## config.mk

```make
export PLATFORM = sky130hd
export DESIGN_NAME = lsu_pipelined
export DESIGN_NICKNAME = d
export VERILOG_FILES = /design/src/rtl/lsu_pkg.sv /design/src/rtl/lsu_load_align.sv /design/src/rtl/lsu_pipelined.sv
export SDC_FILE = /design/constraint.sdc
export NUM_CORES = 1
export LEC_CHECK = 0
export CORE_ASPECT_RATIO = 0.6
export CORE_MARGIN = 2
export CORE_UTILIZATION = 45
export DETAILED_ROUTE_END_ITERATION = 8
export PLACE_DENSITY = 0.8
export REMOVE_ABC_BUFFERS = 1
export SLEW_MARGIN = 20
export SYNTH_ARGS = -nofsm -noshare
export SYNTH_HDL_FRONTEND = slang
export SYNTH_SLANG_ARGS = --single-unit
```

## constraint.sdc

```tcl
create_clock -name clk -period 4.1 [get_ports clk]
set_input_delay 0.82 -clock clk [delete_from_list [all_inputs] [get_ports clk]]
set_output_delay 0.82 -clock clk [all_outputs]
set_load 0.01 [all_outputs]
```

## src/rtl/lsu_pkg.sv

```systemverilog
`default_nettype none
// ============================================================================
// Module      : lsu_pkg
// Description : Shared types, funct3 encodings and the byte-mask helper for
//               the load/store unit.
// Revision    : 1.0 - initial release
// ============================================================================
package lsu_pkg;

    typedef enum logic [1:0] {
        IDLE  = 2'd0,
        BEAT0 = 2'd1,
        BEAT1 = 2'd2,
        RESP  = 2'd3
    } lsu_state_t;

    localparam logic [2:0] F3_B  = 3'b000;
    localparam logic [2:0] F3_H  = 3'b001;
    localparam logic [2:0] F3_W  = 3'b010;
    localparam logic [2:0] F3_D  = 3'b011;
    localparam logic [2:0] F3_BU = 3'b100;
    localparam logic [2:0] F3_HU = 3'b101;
    localparam logic [2:0] F3_WU = 3'b110;

    function automatic logic [7:0] size_mask(input logic [2:0] funct3);
        case (funct3[1:0])
            2'b00:   size_mask = 8'h01;
            2'b01:   size_mask = 8'h03;
            2'b10:   size_mask = 8'h0F;
            default: size_mask = 8'hFF;
        endcase
    endfunction

endpackage
`default_nettype wire

```

## src/rtl/lsu_load_align.sv

```systemverilog
`default_nettype none
// ============================================================================
// Module      : lsu_load_align
// Description : Extracts the addressed bytes from up to two read beats and
//               sign/zero-extends them to XLEN according to funct3.
// Revision    : 1.0 - initial release
// ============================================================================
module lsu_load_align
    import lsu_pkg::*;
#(
    parameter int XLEN = 32
) (
    input  logic [2*XLEN-1:0]            data,
    input  logic [$clog2(XLEN/8)-1:0]    offset,
    input  logic [2:0]                   funct3,
    output logic [XLEN-1:0]              result
);

    localparam int IW = $clog2(2 * XLEN);

    logic [2*XLEN-1:0] w_shifted;
    logic [IW-1:0]     w_top;
    logic              w_sign;
    int                w_nbits;

    assign w_shifted = data >> {offset, 3'b000};

    // funct3[2] selects zero extension; funct3[1:0] is log2 of the byte count
    always_comb begin
        w_nbits = 8 << funct3[1:0];
        w_top   = IW'(w_nbits - 1);
        w_sign  = ~funct3[2] & w_shifted[w_top];
        result  = '0;
        for (int i = 0; i < XLEN; i++) begin
            result[i] = (i < w_nbits) ? w_shifted[i] : w_sign;
        end
    end

endmodule
`default_nettype wire

```

## src/rtl/lsu_pipelined.sv

```systemverilog
`default_nettype none
// ============================================================================
// Module      : lsu_pipelined
// Description : Multi-cycle load/store unit for the pipelined core memory
//               stage. Optional macro LSU_MISALIGN_SPLIT_EN splits misaligned
//               accesses into one or two bus beats instead of faulting them.
// Revision    : 1.0 - initial release
// ============================================================================
module lsu_pipelined
    import lsu_pkg::*;
#(
    parameter int XLEN   = 32,
    parameter int ADDR_W = 32
) (
    input  logic                 clk,
    input  logic                 rst,
    input  logic                 req_valid,
    output logic                 req_ready,
    input  logic                 req_write,
    input  logic [2:0]           req_funct3,
    input  logic [ADDR_W-1:0]    req_addr,
    input  logic [XLEN-1:0]      req_wdata,
    input  logic [4:0]           req_rd,
    output logic                 resp_valid,
    output logic [XLEN-1:0]      resp_data,
    output logic [4:0]           resp_rd,
    output logic                 resp_fault,
    output logic [ADDR_W-1:0]    address,
    output logic [XLEN-1:0]      write_data,
    output logic                 write_enable,
    output logic [XLEN/8-1:0]    write_mask,
    output logic                 read_enable,
    input  logic [XLEN-1:0]      read_data,
    input  logic                 read_valid
);

    localparam int NB    = XLEN / 8;
    localparam int OFF_W = $clog2(NB);
`ifdef LSU_MISALIGN_SPLIT_EN
    localparam logic SPLIT_EN = 1'b1;
`else
    localparam logic SPLIT_EN = 1'b0;
`endif

    lsu_state_t          r_state, w_state_nxt;
    logic                r_write;
    logic [2:0]          r_funct3;
    logic [ADDR_W-1:0]   r_addr;
    logic [XLEN-1:0]     r_wdata;
    logic [4:0]          r_rd;
    logic                r_fault;
    logic [XLEN-1:0]     r_rdata0, r_rdata1;

    logic                w_accept, w_req_illegal, w_req_misalign, w_req_fault;
    logic                w_beat_done, w_cross;
    logic [2:0]          w_align;
    logic [OFF_W-1:0]    w_off;
    logic [2*NB-1:0]     w_mask2;
    logic [2*XLEN-1:0]   w_wdata2;
    logic [ADDR_W-1:0]   w_base;
    logic [XLEN-1:0]     w_load;

    assign w_accept       = (r_state == IDLE) && req_valid;
    assign w_align        = 3'((4'b0001 << req_funct3[1:0]) - 4'b0001);
    assign w_req_misalign = |(req_addr[2:0] & w_align);
    assign w_req_illegal  = (req_funct3 == 3'b111) ||
                            ((XLEN == 32) && (req_funct3 == F3_D || req_funct3 == F3_WU));
    assign w_req_fault    = w_req_illegal || (w_req_misalign && !SPLIT_EN);

    // Double-width mask/data: low half is beat 0, high half spills into beat 1
    assign w_off       = r_addr[OFF_W-1:0];
    assign w_mask2     = (2*NB)'(size_mask(r_funct3)) << w_off;
    assign w_wdata2    = {{XLEN{1'b0}}, r_wdata} << {w_off, 3'b000};
    assign w_base      = r_addr & ~ADDR_W'(NB - 1);
    assign w_cross     = SPLIT_EN && (|w_mask2[2*NB-1:NB]);
    assign w_beat_done = r_write || read_valid;

    always_ff @(posedge clk or posedge rst) begin
        if (rst) begin
            r_state  <= IDLE;
            r_write  <= 1'b0;
            r_funct3 <= '0;
            r_addr   <= '0;
            r_wdata  <= '0;
            r_rd     <= '0;
            r_fault  <= 1'b0;
            r_rdata0 <= '0;
            r_rdata1 <= '0;
        end else begin
            r_state <= w_state_nxt;
            if (w_accept) begin
                r_write  <= req_write;
                r_funct3 <= req_funct3;
                r_addr   <= req_addr;
                r_wdata  <= req_wdata;
                r_rd     <= req_rd;
                r_fault  <= w_req_fault;
                r_rdata0 <= '0;
                r_rdata1 <= '0;
            end
            if (r_state == BEAT0 && !r_write && read_valid) begin
                r_rdata0 <= read_data;
            end
            if (r_state == BEAT1 && !r_write && read_valid) begin
                r_rdata1 <= read_data;
            end
        end
    end

    always_comb begin
        w_state_nxt = r_state;
        case (r_state)
            IDLE:    if (req_valid)   w_state_nxt = w_req_fault ? RESP : BEAT0;
            BEAT0:   if (w_beat_done) w_state_nxt = w_cross ? BEAT1 : RESP;
            BEAT1:   if (w_beat_done) w_state_nxt = RESP;
            RESP:    w_state_nxt = IDLE;
            default: w_state_nxt = IDLE;
        endcase
    end

    always_comb begin
        req_ready    = (r_state == IDLE);
        address      = '0;
        write_data   = '0;
        write_enable = 1'b0;
        write_mask   = '0;
        read_enable  = 1'b0;
        resp_valid   = 1'b0;
        resp_data    = '0;
        resp_rd      = '0;
        resp_fault   = 1'b0;
        case (r_state)
            BEAT0: begin
                address      = w_base;
                write_mask   = w_mask2[NB-1:0];
                write_enable = r_write;
                read_enable  = !r_write;
                if (r_write) write_data = w_wdata2[XLEN-1:0];
            end
            BEAT1: begin
                address      = w_base + ADDR_W'(NB);
                write_mask   = w_mask2[2*NB-1:NB];
                write_enable = r_write;
                read_enable  = !r_write;
                if (r_write) write_data = w_wdata2[2*XLEN-1:XLEN];
            end
            RESP: begin
                resp_valid = 1'b1;
                resp_fault = r_fault;
                if (!r_write) begin
                    resp_rd = r_rd;
                    if (!r_fault) resp_data = w_load;
                end
            end
            default: ;
        endcase
    end

    lsu_load_align #(
        .XLEN (XLEN)
    ) u_load_align (
        .data   ({r_rdata1, r_rdata0}),
        .offset (w_off),
        .funct3 (r_funct3),
        .result (w_load)
    );

endmodule
`default_nettype wire

```

==> qor.txt <==
Via count: 8159
Worst path slowest cell: clkdlybuf4s50_1
Worst setup SP type: register
Reg clk slew, reported paths: 60 ps
Tightest Pin Transition: 1094 ps
I/O Buffers: 216
Core area: 18260 µm²
CP top delay family: buffers and inverters
Flops & latches, synth: 133
H-tree depth: 4
Sequential area share after synthesis: 39.32%
Skew-Pair Late Insertion Delay: 420 ps
Detail-routed via count per cell: 5.811
Final critical-path share of the clock period: 97.58%
Pwr/cell area: 785.4 nW/µm²
Share of post-route cells with drive strength above 1: 16.25%
Number of enable-type register cells in the synthesized netlist: 0
Post-synth top cells: nand2_1, dfrtp_1, mux2_2
Vias in the first global route: 7645
Starting Density: 46.36%
Yosys warnings: 0
ANT nets after route: 0
Fin. Hold Viols: 0
DRT Pass-1 Iters: 8
Worst Path Max Fanout: 6
Setup CP Type: register to output pin
Asr flop ratio synth: 100.0%
Area growth syn-to-layout: 36.36%
Tmin final: 4001 ps
Clock root buffer: clkbuf_16
Overall Power: 9065 µW
Setup violators final: 0
Worst hold path type: register to register
Failing checks: DRC
Slowest stage delay, CP: 660 ps
Mean Syn Cell Area: 8.771 µm²
CP Capture Type: output pin
Top FF cell, synth: dfrtp_1
Worst vdd ir: 0.3528 mV
Fin. max-slew vios: 0
Top-count cell post-synth: nand2_1
Drt total wl: 26540 µm
Synth unique cells: 58
Final worst slack: 99.24 ps
1st-iter DRT viols: 731
# DRC: 2
Final GP Congestion: 0.9167
Cells after DPL: 1364
First-pass GRT wire length: 41800 µm
Slew margin rel.: 27.09%
Initial antenna violation count: 0
Gr usage total: 26.51%
Max Clock Skew: 17.40 ps
Worst slack, placed: 368.7 ps
Clock Path Buffers: 2
Grt ovf: 0
Total Nets Final: 1269
CTS Buf Count: 17
Top-area cell type share of the netlist area: 39.32%
Finished Layout Cells: 1404
P_leak: 0.005049 µW
Status: finished with violations
Dpl hpwl: 18160 µm
Synth top area cells: dfrtp_1, mux2_2, nand2_1
CTS tree: yes
Row count: 38
Total die area: 19960 µm²
Area leader, netlist: dfrtp_1
Largest net degree at the start of global routing: 78
WP data required: 3280 ps
DR WL/cell: 18.90 µm
Cell chain of the critical path: nand2b_1 -> inv_1 -> ha_2 -> or2_2 -> o32ai_4 -> nor2_1 -> o41ai_1 -> clkdlybuf4s50_1
CP Buf/Inv Count: 2
Max-cap violations: 0
Mapped Area: 8464 µm²
IO Pins: 219
Fmax achieved: 250.0 MHz
Die height: 110.2 µm
Critical Path AT: 3180 ps
Die W: 181.1 µm
Sink Count: 133
Cells after synthesis: 965
-- final cells by class --
type	instances	area, µm²
sequential	133	3338
multi-input combinational	743	4781
clock inverter	14	187.7
antenna	1	2.502
clock buffer	18	439.2
fill	1536	6715
timing repair buffer	244	2447
tap	240	300.3
inverter	11	46.29
-- per-stage QoR --
| step | util, % | TNS, ps | instance area [µm²] | hold slack [ps] |
|---|---|---|---|---|
| 6_report | 63.22 | 0 | 11540 | 494.2 |
| 4_1_cts | 62.59 | 0 | 11430 | 493.0 |
| 2_1_floorplan | - | -42520 | 8114 | 458.1 |
| 3_5_place_dp | 59.15 | 0 | 10800 | 476.4 |
| 5_1_grt | 63.21 | -80.91 | 11540 | 529.6 |
| 3_3_place_gp | 59.15 | 0 | 10800 | 470.6 |
-- flip-flops by register name, indices dropped and copies added, names as in the netlist --
signal    flops
r_fault       1
r_write       1
r_addr       32
r_rdata1     25
r_rdata0     32
r_wdata      32
r_rd          5
r_funct3      3
r_state       2
-- worst reg2reg max path, cell delays in order (launching register included) --
cell and delay (ps):
dfrtp_1 430, inv_1 130, ha_1 470, and3_1 970, nand2_1 140, nand2_1 100
-- timing repair --
item / in CTS / in global routing
gates cloned: 0 / 1
pin swaps: 0 / 2
hold buffers: 0 / 0
hold endpoints to repair: 0 / 0
endpoints found under the setup margin: 16 / 24
buffers inserted: 0 / 6
resized for setup: 1 / 16
-- cell usage in the layout, fill, tap and decap left out, types with 5 or more instances in the layout --
cell type / Yosys / routed
a21oi_1: 23 / 23
o211ai_1: 7 / 7
mux2_2: 101 / 101
o21ai_0: 52 / 52
xor2_1: 6 / 6
a22oi_1: 15 / 15
a211oi_1: 18 / 18
dlymetal6s2s_1: 0 / 10
nor3_1: 7 / 7
nor2b_1: 22 / 21
inv_6: 0 / 7
inv_1: 8 / 7
mux2i_1: 36 / 36
nand2_1: 174 / 173
and3_1: 6 / 6
buf_4: 2 / 24
a41oi_1: 5 / 5
nand2b_1: 11 / 11
and2_1: 15 / 14
clkdlybuf4s50_1: 0 / 206
nand3_1: 82 / 82
o22a_1: 6 / 6
clkbuf_16: 0 / 17
nand4_1: 9 / 9
a31oi_1: 19 / 19
o21ai_1: 10 / 10
nor2_1: 67 / 67
o21a_1: 8 / 8
ha_1: 10 / 9
dfrtp_1: 133 / 129
-- routing by layer --
| layer | wire, µm | GRT usage (%) | share of wire (%) |
|---|---|---|---|
| met5 | 0 | 0 | 0 |
| met4 | 338 | 6.039 | 1.3 |
| met3 | 2413 | 6.505 | 9.1 |
| met2 | 11370 | 39.20 | 43 |
| met1 | 12420 | 39.14 | 47 |
-- where the power goes --
part           total (µW)  leakage [µW]  internal [µW]  switching [µW]
Combinational        4830       0.00310           2310            2520
Clock                1640      0.000305            994             650
Sequential           2590       0.00164           1940             649
Total                9060       0.00505           5250            3820
-- cell families (layout without fill, tap and decap cells) --
| family | count (synthesis) | after routing | synth area share (%) |
|---|---|---|---|
| fa+ha+maj | 10 | 10 | 1.478 |
| buf+inv | 91 | 287 | 4.671 |
| compound gates | 174 | 174 | 13.10 |
| other cells | 1 | 3 | 0.04430 |
| xor+xnor | 9 | 9 | 0.9313 |
| mux | 140 | 140 | 18.31 |
| simple gates | 407 | 408 | 22.14 |
| flops | 133 | 133 | 39.32 |
-- path summary, 6_finish.rpt --
| path | from | end | slack (ps) | cells past startpoint |
|---|---|---|---|---|
| worst max register to register | r_state[0] | r_rdata1[21] | 1800 | 5 |
| worst min-delay path | r_rdata0[3] | r_rdata0[3] | 490 | 2 |
| max in group asynchronous | rst | r_rdata1[8] | 2440 | 3 |
| worst min register to register | r_rdata0[3] | r_rdata0[3] | 490 | 2 |
| worst max-delay path | r_funct3[1] | resp_data[31] | 100 | 8 |
| min in group asynchronous | rst | r_addr[27] | 900 | 2 |
Power figures use the tool's default switching activity.
==> RTL edit 1 (same flow settings) <==
Change the localparam `SPLIT_EN` from 1'b0 to 1'b1.
--- a/src/rtl/lsu_pipelined.sv
+++ b/src/rtl/lsu_pipelined.sv
@@ -40,5 +40,5 @@
     localparam logic SPLIT_EN = 1'b1;
 `else
-    localparam logic SPLIT_EN = 1'b0;
+    localparam logic SPLIT_EN = 1'b1;
 `endif
 
Formal check against the unedited RTL: not equivalent (a bounded check fails within 4 cycles, from zero or initial values and one cycle with rst high).
==> RTL edit 1 against the unedited design <==
Setup slack gained 0.018 ns. Clock skew fell by 0.0093 ns. Total power up 5.0%. Non-clock buffer count increased by 7. Design area rose by 2.2%. Routed wire length up 5.2%. First-iteration DRC count increased by 2.7%. Area after synthesis increased by 2.1%. Sequential power increased by 4%. Maximum frequency is 0.44% higher. Combinational power is 8.3% higher. Sequential cell count is the same. Critical path depth rose by 3. Critical path type unchanged.
==> RTL edit 1: results (changes against the unedited design) <==
- Synth Area in Compound Gates: 0.120 (was 0.131)
- Wirelength per Cell: 20.1 µm (was 18.9 µm)
- Worst Reg-to-Reg Cells: 6 (was 5)
- Post-Synth XOR/XNOR Area: 0.00304 (was 0.00931)
- Setup Fix Bufs, Post-CTS: 2 (was 0)
- DR vias: 8326 (was 8159)
- GPL Wtd Cong: 0.891 (was 0.917)
- Synth Area in Adders: 0.0116 (was 0.0148)
- DP HPWL: 18500 µm (was 18200 µm)
- Post-synthesis mux area share: 0.210 (was 0.183)
- Register area share after synthesis: 0.385 (was 0.393)
- Finished Layout Cells: 1390 (was 1404)
- Post-DP Area: 0.0110 mm² (was 0.0108 mm²)
- Pleak: 5.07 nW (was 5.05 nW)
- Critical path fanouts, max: 7 (was 6)
- Register area: 0.00333 mm² (was 0.00334 mm²)
- Status: complete, no violations (was finished, violations left)
- Post-placement cell count: 1345 (was 1364)
- Initial drt markers: 751 (was 731)
- Pre-CTS setup slack: 0.0929 ns (was 0.369 ns)
- Mean Syn Cell Area: 9.27 µm² (was 8.77 µm²)
- Fraction of layout cells with a size suffix above 1: 0.195 (was 0.163)
- Vias in the first global route: 8019 (was 7645)
- Worst relative slew slack: 0.321 (was 0.271)
- Post-CTS sizing: 8 (was 1)
- Largest net degree at the start of global routing: 74 (was 78)
- Maximum VDD drop: 0.000423 V (was 0.000353 V)
- Critical Path AT: 3.16 ns (was 3.18 ns)
- Top cells by area, synth: dfrtp_1, mux2_2, nand2_1 (unchanged)
- Pre-antenna DRT Iters: 5 (was 8)
- Synth cell count leaders: nand2_1, dfrtp_1, mux2_2 (unchanged)
- Initial antenna violation count: 2 (was 0)
- Reg2reg end: r_rdata1[22] (was r_rdata1[21])
## RTL edit 1: changes by cell type in the layout (fill, tap and decap cells not counted), moves of 9 or more
| cell | unedited run | this run |
|---|---|---|
| o21ai_1 | 10 | 0 |
| mux4_2 | 0 | 28 |
| mux2i_1 | 36 | 11 |
| inv_1 | 7 | 18 |
| nor2b_1 | 21 | 10 |
| mux2_2 | 101 | 92 |
| o211ai_2 | 0 | 10 |
| a211oi_1 | 18 | 5 |
| o21ai_0 | 52 | 39 |
| nand2_1 | 173 | 187 |
## RTL edit 1: worst min-delay path by stage
stage                    to  cells after the start  slack, ns    startpoint
6_report            r_rd[3]                      1       0.49       r_rd[3]
5_1_grt             r_rd[3]                      1       0.50       r_rd[3]
4_1_cts        r_rdata1[22]                      2       0.50  r_rdata1[22]
3_5_place_dp   r_rdata1[16]                      2       0.48  r_rdata1[16]
3_3_place_gp   r_rdata1[22]                      2       0.48  r_rdata1[22]
2_1_floorplan       r_fault                      2       0.45       r_fault
## RTL edit 1: layer usage
layer	track usage	wire (µm)
met5	0	13
met4	0.108	588
met3	0.0746	3100
met2	0.409	12400
met1	0.395	11900
## RTL edit 1: power groups by stage
stage | clock, W | combinational (W) | sequential (W)
5_1_grt | 0.00168 | 0.00564 | 0.00279
3_5_place_dp | 0 | 0.00495 | 0.00267
4_1_cts | 0.00161 | 0.00504 | 0.00266
3_3_place_gp | 0 | 0.00483 | 0.00263
2_1_floorplan | 0 | 0.00313 | 0.00259
6_report | 0.00160 | 0.00523 | 0.00269
## RTL edit 1: cell type report
type,instances,area share
Multi-Input combinational cell,705,0.421
Sequential cell,133,0.283
Timing Repair Buffer,251,0.211
Clock buffer,22,0.0402
Tap cell,246,0.0261
Clock inverter,10,0.0108
Inverter,22,0.00742
Antenna cell,1,0.000212
==> RTL edit 2 (same flow settings) <==
Without the edit above. Reset style: synchronous (`rst`), changed in one clocked block.
--- a/src/rtl/lsu_pipelined.sv
+++ b/src/rtl/lsu_pipelined.sv
@@ -76,5 +76,5 @@
     assign w_beat_done = r_write || read_valid;
 
-    always_ff @(posedge clk or posedge rst) begin
+    always_ff @(posedge clk) begin
         if (rst) begin
             r_state  <= IDLE;
Function: differs if rst is asserted again (counterexample within 4 cycles, from zero or initial values and one cycle with rst high); with rst held inactive, the same outputs for 4 cycles.
==> RTL edit 2 against the unedited design <==
Critical path depth is 4 higher. First-iteration DRC count rose by 31%. Area after synthesis is 5.3% lower. Design area fell by 5.7%. Sequential share of layout area shrank 4.6 points. Setup slack gained 0.12 ns. Routed wire length decreased by 1.7%. Sequential cell count fell by 1. Cell count up 5.6%.
Power is not compared: it rests on default switching activity, and its combinational part moved more than twofold at a synthesized area within 25%.
==> RTL edit 2: results (changes against the unedited design) <==
- Synthesized instance count: 1073 (was 965)
- Register area share after synthesis: 0.330 (was 0.393)
- Max Cap Viol: 0 (unchanged)
- Status: complete, no violations (was finished, violations left)
- Vias in the first global route: 7787 (was 7645)
- Root buffer cell: clkbuf_16 (unchanged)
- Fraction of layout cells with a size suffix above 1: 0.104 (was 0.163)
- Biggest regs: r_addr: 32 flops, r_rdata0: 32 flops, r_wdata: 32 flops (unchanged)
- First-pass GRT wire length: 41000 µm (was 41800 µm)
- Ys Warns: 0 (unchanged)
- Wirelength per Cell: 17.6 µm (was 18.9 µm)
- Initial antenna violation count: 1 (was 0)
- Highest metal used: met4 (unchanged)
- FF-to-FF setup slack: 1.87 ns (was 1.80 ns)
- Int Pwr: 0.00311 W
- CP delay by family, top: buffers and inverters (unchanged)
- Layout Skew: 0.0136 ns (was 0.0174 ns)
- Routed wl met3: 2620 µm (was 2410 µm)
- Reg2reg end: r_state[1] (was r_rdata1[21])
- GPL Wtd Cong: 0.872 (was 0.917)
- Critical path fanouts, max: 16 (was 6)
- Total track usage: 0.270 (was 0.265)
- PortBufs: 216 (unchanged)
- Post-synth cell types: 58 (unchanged)
- M2 GR Usage: 0.402 (was 0.392)
- Async SR Flop Fraction: 0 (was 1.00)
- Met1 usage: 0.388 (was 0.391)
- Finished Layout Cells: 1482 (was 1404)
- Worst min path class: register to register (unchanged)
- Via-to-Cell Ratio: 5.71 (was 5.81)
- Slew @ Worst Pin: 1.05 ns (was 1.09 ns)
- Initial drt markers: 955 (was 731)
- Worst Reg-to-Reg Cells: 9 (was 5)
- Synth cell count leaders: nand2_1, a21oi_1, dfxtp_1 (was nand2_1, dfrtp_1, mux2_2)
- Met3 usage: 0.0643 (was 0.0650)
- Pre-antenna DRT Iters: 6 (was 8)
- Hold_ws: 0.454 ns (was 0.494 ns)
- Maximum VDD drop: 0.000335 V
- Reg2reg start: r_state[0] (unchanged)
- Critical Path AT: 3.06 ns (was 3.18 ns)
- Pleak: 3.60 nW
- H-tree Lvls: 4 (unchanged)
- Top cells by area, synth: dfxtp_1, nand2_1, a21oi_1 (was dfrtp_1, mux2_2, nand2_1)
- Crit Path Category: register to output pin (unchanged)
- DP HPWL: 17900 µm (was 18200 µm)
- CTS buffer count: 17 (unchanged)
- Worst skew pair latency: 0.41 ns
- Critical Path End: resp_data[17] (was resp_data[31])
- WL met1: 11900 µm (was 12400 µm)
- Hold wc startpoint: r_rd[2] (was r_rdata0[3])
- Synth Flop Type: dfxtp_1 (was dfrtp_1)
- Wire length on met2: 11200 µm (was 11400 µm)
- Layout filler cell count: 1525 (was 1536)
- Crit-path max cell delay: 0.56 ns (was 0.66 ns)
- Largest net degree at the start of global routing: 96 (was 78)
- Slowest CP cell: clkdlybuf4s50_1 (unchanged)
- Worst Hold End: r_rd[2] (was r_rdata0[3])
- Crit. Startpoint: r_funct3[0] (was r_funct3[1])
- Post-placement cell count: 1448 (was 1364)
==> RTL edit 2: repair_timing <==
action / 4_1_cts / 5_1_grt
buffers inserted: 1 / 0
pin swaps: 1 / 0
gates resized for setup: 4 / 4
setup endpoints to repair: 23 / 29
==> RTL edit 2: layout make-up <==
cell class | instances | area [µm²] | area share
flip-flops and latches | 132 | 2650 | 0.244
inverters | 37 | 139 | 0.0128
diodes | 1 | 2.50 | 0.000230
multi-input cells | 807 | 4850 | 0.446
repair buffers | 239 | 2360 | 0.217
clock inverters | 13 | 134 | 0.0123
clock buffers | 19 | 453 | 0.0416
well taps | 234 | 293 | 0.0269
==> RTL edit 2: cells by family after synthesis <==
family,count (synthesis),synth area share
adders and majority gates,8,0.0125
AOI/OAI and AO/OA,289,0.214
and+or+nand+nor,447,0.250
muxes,61,0.123
DFF,132,0.330
other,1,0.000468
buffers and inverters,135,0.0707
==> RTL edit 2: metrics by stage <==
step | area [µm²] | power [W] | util | setup WS, ns
6_report | 10900 | 0.00512 | 0.630 | 0.217
5_1_grt | 10900 | 0.00540 | 0.630 | 0.0167
4_1_cts | 10900 | 0.00510 | 0.629 | 0.106
3_5_place_dp | 10200 | 0.00355 | 0.594 | 0.286
3_3_place_gp | 10200 | 0.00352 | 0.594 | 0.389
2_1_floorplan | 7590 | 0.00275 | - | -0.807
==> RTL edit 2: power by group through the flow <==
| stage | clock network (W) | logic [W] | registers (W) |
|---|---|---|---|
| 2_1_floorplan | 0 | 0.00108 | 0.00167 |
| 3_3_place_gp | 0 | 0.00185 | 0.00167 |
| 3_5_place_dp | 0 | 0.00188 | 0.00168 |
| 4_1_cts | 0.00155 | 0.00190 | 0.00165 |
| 5_1_grt | 0.00161 | 0.00210 | 0.00169 |
| 6_report | 0.00153 | 0.00192 | 0.00166 |
